**src/rtl/muldiv_unit.sv**
```systemverilog
// Iterative MULT/MULTU/DIV/DIVU unit owning HI/LO, with single-cycle MTHI/MTLO writes.
// Optional MULDIV_EARLY_OUT_EN: multiply stops once the remaining multiplier bits are zero.
module muldiv_unit #(
   parameter int XLEN  = 32,
   parameter int CNT_W = 6
) (
   input  logic            clk,
   input  logic            resten,
   input  logic            start,
   input  logic [2:0]      op,
   input  logic [XLEN-1:0] src1,
   input  logic [XLEN-1:0] src2,
   input  logic            cancel,
   output logic            busy,
   output logic            done,
   output logic [XLEN-1:0] hi_data,
   output logic [XLEN-1:0] lo_data
);

   typedef enum logic [1:0] {IDLE, MUL, DIV, FIX} state_t;

   state_t              state;
   logic [CNT_W-1:0]    cnt;
   logic [2*XLEN-1:0]   acc;
   logic [2*XLEN-1:0]   mcand;
   logic [XLEN-1:0]     mplier;
   logic                is_div, res_neg, rem_neg, div_zero;

   logic                signed_op;
   logic [XLEN-1:0]     mag1, mag2;
   logic [2*XLEN-1:0]   mul_sum;
   logic                mul_last, last_iter;
   logic [XLEN:0]       shifted;
   logic                ge;
   logic [XLEN-1:0]     rem_sub;
   logic [2*XLEN-1:0]   prod_fix;
   logic [XLEN-1:0]     quo_fix, rem_fix;

   always_comb begin
      signed_op = (op == 3'd0) || (op == 3'd2);
      mag1      = (signed_op && src1[XLEN-1]) ? -src1 : src1;
      mag2      = (signed_op && src2[XLEN-1]) ? -src2 : src2;
      last_iter = (cnt == CNT_W'(XLEN-1));
      mul_sum   = acc + (mplier[0] ? mcand : '0);
`ifdef MULDIV_EARLY_OUT_EN
      mul_last  = last_iter || (mplier[XLEN-1:1] == '0);
`else
      mul_last  = last_iter;
`endif
      // Restoring step: remainder lives in acc's upper half, dividend shifts out of the lower half
      shifted   = {acc[2*XLEN-1:XLEN], acc[XLEN-1]};
      ge        = (shifted >= {1'b0, mcand[XLEN-1:0]});
      rem_sub   = shifted[XLEN-1:0] - mcand[XLEN-1:0];
      prod_fix  = res_neg ? -acc : acc;
      quo_fix   = res_neg ? -acc[XLEN-1:0] : acc[XLEN-1:0];
      rem_fix   = rem_neg ? -acc[2*XLEN-1:XLEN] : acc[2*XLEN-1:XLEN];
   end

   always_ff @(posedge clk) begin
      if (resten) begin
         state    <= IDLE;
         busy     <= 1'b0;
         done     <= 1'b0;
         hi_data  <= '0;
         lo_data  <= '0;
         cnt      <= '0;
         acc      <= '0;
         mcand    <= '0;
         mplier   <= '0;
         is_div   <= 1'b0;
         res_neg  <= 1'b0;
         rem_neg  <= 1'b0;
         div_zero <= 1'b0;
      end else begin
         done <= 1'b0;
         case (state)
            IDLE: begin
               if (start && !cancel) begin
                  case (op)
                     3'd0, 3'd1: begin
                        state   <= MUL;
                        busy    <= 1'b1;
                        cnt     <= '0;
                        is_div  <= 1'b0;
                        acc     <= '0;
                        mcand   <= {{XLEN{1'b0}}, mag1};
                        mplier  <= mag2;
                        res_neg <= (op == 3'd0) && (src1[XLEN-1] ^ src2[XLEN-1]);
                     end
                     3'd2, 3'd3: begin
                        state    <= DIV;
                        busy     <= 1'b1;
                        cnt      <= '0;
                        is_div   <= 1'b1;
                        acc      <= {{XLEN{1'b0}}, mag1};
                        mcand    <= {{XLEN{1'b0}}, mag2};
                        res_neg  <= (op == 3'd2) && (src1[XLEN-1] ^ src2[XLEN-1]);
                        rem_neg  <= (op == 3'd2) && src1[XLEN-1];
                        div_zero <= (src2 == '0);
                     end
                     3'd4:    hi_data <= src1;
                     3'd5:    lo_data <= src1;
                     default: ;
                  endcase
               end
            end
            MUL: begin
               if (cancel) begin
                  state <= IDLE;
                  busy  <= 1'b0;
               end else begin
                  acc    <= mul_sum;
                  mcand  <= mcand << 1;
                  mplier <= mplier >> 1;
                  cnt    <= cnt + 1'b1;
                  if (mul_last) state <= FIX;
               end
            end
            DIV: begin
               if (cancel) begin
                  state <= IDLE;
                  busy  <= 1'b0;
               end else begin
                  acc <= ge ? {rem_sub, acc[XLEN-2:0], 1'b1}
                            : {shifted[XLEN-1:0], acc[XLEN-2:0], 1'b0};
                  cnt <= cnt + 1'b1;
                  if (last_iter) state <= FIX;
               end
            end
            FIX: begin
               state <= IDLE;
               busy  <= 1'b0;
               if (!cancel) begin
                  done <= 1'b1;
                  if (!is_div) begin
                     hi_data <= prod_fix[2*XLEN-1:XLEN];
                     lo_data <= prod_fix[XLEN-1:0];
                  end else if (!div_zero) begin
                     lo_data <= quo_fix;
                     hi_data <= rem_fix;
                  end
               end
            end
            default: state <= IDLE;
         endcase
      end
   end

endmodule

```
**config.mk**
```make
export PLATFORM = sky130hd
export DESIGN_NAME = muldiv_unit
export DESIGN_NICKNAME = d
export VERILOG_FILES = /design/src/rtl/muldiv_unit.sv
export SDC_FILE = /design/constraint.sdc
export NUM_CORES = 1
export LEC_CHECK = 0
export ABC_AREA = 1
export BUFFER_PORTS_ARGS = -buffer_cell sky130_fd_sc_hd__buf_2
export CORE_MARGIN = 2
export CORE_UTILIZATION = 50
export CTS_CLUSTER_DIAMETER = 100
export DETAILED_ROUTE_END_ITERATION = 12
export PLACE_DENSITY = 0.66
export SLEW_MARGIN = 20
export SYNTH_ARGS = -nofsm -noshare
export SYNTH_HDL_FRONTEND = slang
export SYNTH_SLANG_ARGS = --single-unit
```
**constraint.sdc**
```tcl
create_clock -name clk -period 3.2 [get_ports clk]
set_clock_uncertainty 0.15 [all_clocks]
set_input_delay 0.96 -clock clk [delete_from_list [all_inputs] [get_ports clk]]
set_output_delay 0.96 -clock clk [all_outputs]
set_load 0.01 [all_outputs]
```
# Yosys cells after proc, flatten, opt, wreduce, memory -nomap -nowiden
# Cells that the tools add are included.
totals:
  reg_bits: 238
  out_inout_bits: 66
  word_cells: 125
op_classes:
  addsub: 8
  magnitude_cmp: 1
  n_eq_ne: 22
  n_mux: 48
  bitwise_logic: 2
  reduce_logical: 31
ops:
  columns: ["cell", "n"]
  rows:
  - ["$mux 32", 17]
  - ["$mux 64", 8]
  - ["$pmux 64 s2", 3]
  - ["$pmux 32 s2", 3]
  - ["$pmux 64 s3", 1]
  - ["$neg 32->32", 4]
  - ["$add 64x64->64", 1]
  - ["$neg 64->64", 1]
  - ["$ge 33x32->1", 1]
  - ["$logic_not 32->1", 1]
  - ["$sub 32x32->32", 1]
  - ["$mux 6", 3]
  - ["$reduce_and 5->1", 3]
  - ["$ne 2x2->1 const B", 6]
  - ["$pmux 6 s2", 1]
  - ["$reduce_and 3->1", 4]
  - ["$reduce_and 4->1", 3]
  - ["$ne 2x1->1 const B", 4]
  - ["$reduce_bool 2->1", 4]
  - ["$reduce_or 2->1", 4]
  - ["$add 6x1->6 const B", 1]
  - ["$eq 3x2->1 const B", 2]
  - ["$eq 3x3->1 const B", 2]
  - ["$eq 6x5->1 const B", 1]
  - ["other kinds (20)", 33]

# Depth between registers and ports, before layout
# Gate-level depths: netlist (run 1).
depth:
  depth_word: 7
  ltp_mapped: 22
  depth_no_buf: 20

# Least setup slack after synthesis (run 1)
# No wires, ideal clock.
synth_timing:
  kind: "reg-to-reg"
  from: "register mplier[0]"
  to: "register acc[62]"
  setup_ns: 0.132
  t_arrival_ns: 2.603
  slack_ns: 0.315
  stages_incl_launch_ff: 22
  period_less_slack_ns: 2.885
  path_cell_list: "dfxtp_1 -> clkbuf_1 -> clkbuf_1 -> nand2_1 -> inv_1 -> ha_1 -> inv_1 -> fa_1 -> nor2_1 -> nand2_1 -> nand3_1 -> nand2_1 -> nand2_1 -> nand2_1 -> nand2_1 -> nand2_1 -> nand2_1 -> nand2_1 -> nand3_1 -> nand2_1 -> nand2_1 -> a21oi_1"
synth_between:
  elab_chain_cells: 4
synth_lines:
  columns: ["item", "line", "source"]
  rows:
  - ["from (decl)", "26", "logic [XLEN-1:0] mplier;"]
  - ["from (signal assigned)", "87", "mplier <= mag2;"]
  - ["from (signal assigned)", "114", "mplier <= mplier >> 1;"]
  - ["$mux 64", "44", "mul_sum = acc + (mplier[0] ? mcand : '0);"]
  - ["$add 64x64->64", "44", null]
  - ["$mux 64", "108", "if (cancel) begin"]
  - ["$pmux 64 s3", "76", "case (state)"]
  - ["to (signal assigned)", "95", "acc <= {{XLEN{1'b0}}, mag1};"]
  - ["to (signal assigned)", "112", "acc <= mul_sum;"]
  - ["to (signal assigned)", "124", "acc <= ge ? {rem_sub, acc[XLEN-2:0], 1'b1}"]
  - ["to (decl)", "24", "logic [2*XLEN-1:0] acc;"]
# No other way between the ends. The select of a mux whose other input is x is not followed.
# A chain may end at the register's enable or synchronous reset.

# Worst setup path after layout (run 1)
layout_timing:
  from: "register mcand[0]"
  to: "register acc[58]"
layout_between:
  elab_chain_cells: 4
  word_cells_on_any_way: 8
  cone_classes: "2 x add/sub; 1 x order compare; 5 x mux"
layout_lines:
  columns: ["item", "line", "source"]
  rows:
  - ["from (decl)", "25", "logic [2*XLEN-1:0] mcand;"]
  - ["from (signal assigned)", "86", "mcand <= {{XLEN{1'b0}}, mag1};"]
  - ["from (signal assigned)", "96", "mcand <= {{XLEN{1'b0}}, mag2};"]
  - ["from (signal assigned)", "113", "mcand <= mcand << 1;"]
  - ["$mux 64, or another cell as far along", "44", null]
  - ["$add 64x64->64 or $mux 64 (tied branches)", "44, 124", null]
  - ["$mux 64 (on tied branches)", "108, 120", null]
  - ["$pmux 64 s3 *", "76", null]
# Every way passes the cells marked *; elsewhere a longest branch is shown, timed or not. The select of a mux whose other input is x is not followed.

==> run summary, run 1 <==
status: finished clean
CP max FO: 4
number of enable flip-flop cells after synthesis: 0
final core utilization: 57.07%
clk sinks: 238
asr flop ratio synth: 0%
Hold Fails Final Rpt: 0
ys flop type: dfxtp_1
Setup Buffers After CTS: 0
die width: 224.3 µm
post-synth net total: 4,690
largest net degree at the start of global routing: 134
Site Rows: 80
most frequent CP cell: nand2_1
via count: 29,930
Filler Cells Inserted: 5,193
worst path cell trace: buf_4 > ha_1 > inv_1 > fa_1 > nand2_1 > nand3_1 > nand3_1 > nand2_1 > nand2_1 > nand2_1 > nand2_1 > nand3_1 > nand2_1 > nand3_1 > nand2_1 > nand2_1 > nand2_1 > a21oi_1
count leader, synth: nand2_1
fin crit period: 3.096 ns
syn_area_per_cell: 5.379 µm²
hpwl dp: 88,460 µm
Worst-Margin Slew: 0.7997 ns
Nets: 4,844
top cell type's share of synthesized area: 23.21%
DR WL/cell: 20.82 µm
DRC: 0
Yosys warning count: 0
Peak Freq: 0.3230 GHz
Seq cells post-synth: 238
first-pass iteration count of the detailed router: 7
most common library cells after synthesis: 1,501 x nand2_1, 721 x inv_1, 427 x nor2_1
Peak VDD IR: 0.001282 V
synthesized area: 0.02427 mm²
I/O Buffers: 136
Post-Syn Instances: 4,513
number of global-route vias before repair: 27,090
total gr overflow: 0
CP peak stage delay: 0.40 ns
Slew headroom: 46.63%
antenna violations before repair: 1
synth top area cells: nand2_1 23%, dfxtp_1 20%, inv_1 11%
routability-driven placement congestion ratio: 1.062
Fin Setup TNS: 0 ns
Startpoint Class: flip-flop
worst hold slack: 0.3145 ns
post-synthesis cell type count: 57
Die Ht: 224.3 µm
RSZ-0062 raised after global routing: no
multi-input logic area: 0.01616 mm²
Die Area: 0.05033 mm²
register area: 0.004768 mm²
vias per cell: 5.643
Max Slew Vio Count: 0
arrival time worst endpoint: 3.40 ns
proportion of layout cells with a drive suffix above 1: 8.872%
sequential element share of the synthesized area: 19.63%
critical path's slowest cell: fa_1
clock buffer depth: 3
P_sw: 11.01 mW
first-pass GRT wire length: 162,900 µm
Power Density: 747.1 mW/mm²
area delta synth->final: 12.48%
htree depth: 1
Max Cap Viol: 0
clock share of power: 17.1%
cell family with most CP delay: simple AND/OR/NAND/NOR gates
leak pwr: 14.90 nW
Comb power frac: 60.5%
largest area contributor in the netlist: nand2_1
worst path buffer plus inverter count: 2
Starting DRT DRC Count: 3,570
DRT antenna net count: 0
Core Footprint: 0.04785 mm²
diode count: 0
sequential share of power: 22.4%
Final period util: 96.76%
Internal Power: 9.395 mW
Worst setup EP type: flip-flop
clock-pin slew on the worst setup and hold paths: 0.06 ns
GRT Total Usage: 42.55%
clk root buf: clkbuf_16
CTS tree: built
io pins: 137
initial core utilization: 50.73%
Sw Share: 53.95%
Hold Crit Class: reg2reg
Final Power: 20.40 mW
worst-skew pair later-pin latency: 0.61 ns
Crit path required time: 3.50 ns
Setup Crit Path Kind: reg2reg
WL final: 110,400 µm
Setup Viol. Count Final: 0
TritonCTS buffer count: 30
[power by group through the flow]
| stage | clock network [mW] | logic, mW | registers (mW) |
|---|---|---|---|
| global route | 3.56 | 13.4 | 4.65 |
| detailed placement | 0 | 11.8 | 4.57 |
| CTS | 3.48 | 11.9 | 4.52 |
| finish | 3.48 | 12.3 | 4.58 |
| floorplan | 0 | 7.98 | 4.45 |
| global placement | 0 | 11.8 | 4.58 |
[placed cells by master, fill, tap and decap left out, types with 12 or more instances in the layout]
cell type  Yosys  final
nand2_1     1501   1498
inv_1        721    721
nor2_1       427    420
nand3_1      421    419
a21oi_1      355    354
o21ai_0      241    241
dfxtp_1      238    237
buf_2         29    135
buf_4          2    134
ha_1         104    101
xor2_1        45     45
nand4_1       36     36
nor3_1        35     35
clkbuf_16      0     33
a31oi_1       25     25
xnor2_1       24     24
nor2_2        16     22
o211ai_1      21     21
or2_2         17     17
inv_2         11     12
[state kept, by name (all words and copies together) (netlist names), 2 cells and up]
signal	flops
lo_data	32
cnt	6
acc	64
mplier	32
hi_data	32
mcand	64
state	2
[final timing paths]
path                                 start          to  slack, ns  depth (start not counted)
worst min-delay path            mplier[23]  mplier[23]       0.31                          2
worst max-delay path              mcand[0]     acc[58]       0.10                         18
worst min register to register  mplier[23]  mplier[23]       0.31                          2
worst max register to register    mcand[0]     acc[58]       0.10                         18
[worst reg2reg max path, delay by kind of cell, from the launching register on]
kind	cells	cell delay [ns]
AO/OA/AOI/OAI	1	0.06
buffers and inverters	2	0.23
AND/OR/NAND/NOR	13	1.65
flip-flops	1	0.34
adder cells (fa/ha/maj)	2	0.55
[layer usage]
metal	vias to the layer above	track usage [%]	wire length [µm]
li1	14590	-	-
met1	13530	54.45	44030
met2	1486	65.05	46600
met3	327	6.649	10370
met4	2	30.95	9421
met5	-	0	12
[kinds of logic after synthesis]
kind of cell	count (synthesis)	share of synthesized area (%)
AND/OR/NAND/NOR	2499	42.62
buffers and inverters	891	14.07
AO/OA/AOI/OAI	710	15.67
flip-flops	238	19.63
adder cells (fa/ha/maj)	106	5.526
XOR/XNOR	69	2.490
[stage by stage]
| stage | instances | area, µm² | setup WS, ns |
|---|---|---|---|
| floorplan | 4513 | 24270 | 0.3146 |
| global placement | 5248 | 26250 | 0.1995 |
| detailed placement | 5248 | 26250 | 0.1848 |
| CTS | 5302 | 27220 | 0.1870 |
| global route | 5304 | 27300 | 0.004005 |
| finish | 5304 | 27300 | 0.1037 |
[cell type report]
class                           count  share of cell area, %
Multi-Input combinational cell   3384                  59.17
Sequential cell                   238                  17.46
Inverter                          734                  10.09
Timing Repair Buffer              279                  6.896
Clock buffer                       42                  3.176
Tap cell                          615                  2.818
Clock inverter                     12                 0.3849
[timing repair]
item,in CTS,in global routing
setup endpoints to repair,0,14
resized for setup,0,9
hold endpoints to repair,0,0
hold buffers,0,0
Power figures use the tool's default switching activity.
==> run 2: changes to the inputs <==
- MAX_ROUTING_LAYER: not set -> met4
==> run 2 against run 1 <==
Net effect: count of clock-buffer cells in the layout down 2; wire length up 0.47%; non-clock buffer count up 4; clock power down 2%; cell count about the same; sequential share of layout area down 0.087 points; combinational power about the same; maximum frequency down 0.55%; critical path type unchanged.
==> run summary, run 2 (synthesis gave the netlist of run 1 again) <==
Setup Crit Path Kind: reg2reg
I/O Buffers: 136 (unchanged)
CTS tree: built
cell family with most CP delay: simple AND/OR/NAND/NOR gates
worst path buffer plus inverter count: 3 (+1)
Final WS setup: 0.08669 ns (-0.01702 ns)
first-pass GRT wire length: 163,200 µm (+0.19%)
via count: 30,130 (+0.68%)
most frequent cells in the layout: 1,494 x nand2_1, 720 x inv_1, 416 x nand3_1
Die Ht: 224.3 µm (unchanged)
Core Footprint: 0.04785 mm² (unchanged)
worst path cell trace: inv_1 > ha_1 > nand2_1 > nor3_1 > nand3_1 > nor2_4 > nor2_4 > buf_12 > nand2_8 > buf_4 > nand3_1 > nand2_1 > nand2_1 > nand2_1 > a21oi_1
Peak VDD IR: 0.0009527 V (-26%)
Die Area: 0.05033 mm² (unchanged)
status: finished clean
DRC: 0 (unchanged)
routability-driven placement congestion ratio: 1.074 (+1.1%)
clk root buf: clkbuf_16
worst-skew pair later-pin latency: 0.63 ns (+0.02 ns)
DRT antenna net count: 0 (unchanged)
fin crit period: 3.113 ns (+0.01702 ns)
Site Rows: 80 (unchanged)
arrival time worst endpoint: 3.42 ns (+0.02 ns)
Hold Crit Class: reg2reg
clock-pin slew on the worst setup and hold paths: 0.07 ns (about the same)
vias per cell: 5.679 (+0.64%)
antenna violations before repair: 1 (unchanged)
RSZ-0062 raised after global routing: yes
GRT Total Usage: 43.98% (+1.4 points)
CP peak stage delay: 0.49 ns (+0.09 ns)
io pins: 137 (unchanged)
Fin Setup TNS: 0 ns (unchanged)
Crit path required time: 3.50 ns (about the same)
CP max FO: 15 (+11)
Startpoint Class: flip-flop
cts hold-fix bufs: 0 (unchanged)
Nets: 4,846 (+0.041%)
critical path's slowest cell: ha_1
first-pass iteration count of the detailed router: 6 (-1)
Starting DRT DRC Count: 3,633 (+1.8%)
largest net degree at the start of global routing: 127 (-5.2%)
clock buffer depth: 3 (unchanged)
Setup Viol. Count Final: 0 (unchanged)
hpwl dp: 89,520 µm (+1.2%)
most common cell after layout, fill and taps aside: nand2_1
Max Slew Vio Count: 0 (unchanged)
clk sinks: 238 (unchanged)
Worst setup EP type: flip-flop
DR WL/cell: 20.91 µm (+0.43%)
die width: 224.3 µm (unchanged)
Power Density: 751.6 mW/mm² (+0.60%)
Peak Freq: 0.3212 GHz (-0.55%)
htree depth: 1 (unchanged)
DP Worst Slack: 0.1609 ns (-0.02395 ns)
TritonCTS buffer count: 28 (-6.7%)
biggest regs: acc: 64 flops, mcand: 64 flops
Slew headroom: 41.74% (-4.9 points)
WL final: 111,000 µm (+0.47%)
leak pwr: 14.94 nW (+0.31%)
Max Cap Viol: 0 (unchanged)
proportion of layout cells with a drive suffix above 1: 9.296% (+0.42 points)
total gr overflow: 0 (unchanged)
Worst-Margin Slew: 0.8739 ns (+0.07424 ns)
area delta synth->final: 13.05%
most frequent CP cell: nand2_1
Hold Fails Final Rpt: 0 (unchanged)
initial core utilization: 50.73% (unchanged)
Final period util: 97.29% (+0.53 points)
number of global-route vias before repair: 27,070 (-0.048%)
-- run 2: cell count changes in the layout (fill, tap and decap cells not counted), moves of 3 or more --
cell | previous run | this run
nand3_1 | 419 | 416
clkbuf_8 | 5 | 8
nor2_1 | 420 | 415
nand3_2 | 4 | 7
nand2_2 | 10 | 14
clkbuf_16 | 33 | 30
nor2_2 | 22 | 25
buf_12 | 7 | 11
nand2_1 | 1498 | 1494
-- run 2: final cells by class --
class | instances | area (µm²)
Fill cell | 5265 | 20400
Timing Repair Buffer | 283 | 1959
Clock buffer | 40 | 825.8
Sequential cell | 238 | 4768
Tap cell | 615 | 769.5
Antenna cell | 1 | 2.502
Multi-Input combinational cell | 3384 | 16220
Clock inverter | 11 | 142.6
Inverter | 734 | 2755
-- run 2: per-layer routing --
layer / share of wire, % / vias to the layer above / GRT usage, % / routed length, µm
met3: 10 / 325 / 8.295 / 11430
met1: 39 / 13560 / 54.25 / 43630
met5: 0 / - / - / 0
met2: 43 / 1637 / 67.02 / 47720
li1: - / 14610 / - / -
met4: 7.4 / 0 / 25.91 / 8170
-- run 2: path summary, 6_finish.rpt --
kind	from	depth (start not counted)	endpoint	slack [ns]
setup / recovery	mcand[30]	15	acc[60]	0.09
hold / removal	mplier[29]	2	mplier[29]	0.32
setup reg to reg	mcand[30]	15	acc[60]	0.09
hold reg to reg	mplier[29]	2	mplier[29]	0.32
-- run 2: through the flow --
stage / hold slack, ns / total power [mW] / util, % / std cells / area [µm²]
final: 0.3180 / 20.62 / 57.35 / 5306 / 27440
after global routing: 0.3368 / 21.88 / 57.35 / 5306 / 27440
after CTS: 0.3161 / 20.10 / 57.05 / 5302 / 27290
after detailed placement: 0.3059 / 16.68 / 55.02 / 5251 / 26330
after global placement: 0.3033 / 16.64 / 55.02 / 5251 / 26330
after floorplan: 0.2940 / 12.44 / - / 4513 / 24270
-- run 2: power by group --
part	switching, mW	internal (mW)	total (mW)
clock	1.46	1.96	3.42
combinational	8.85	3.77	12.6
sequential	0.776	3.80	4.57
-- run 2: worst min-delay path: stages, from the launching register on --
cell and delay [ns]:
dfxtp_1 0.31, nand2_1 0.06, a21oi_1 0.05
-- run 2: what timing repair did --
action,4_1_cts,5_1_grt
endpoints found under the setup margin,0,21
setup buffers,0,1
gates resized for setup,0,27
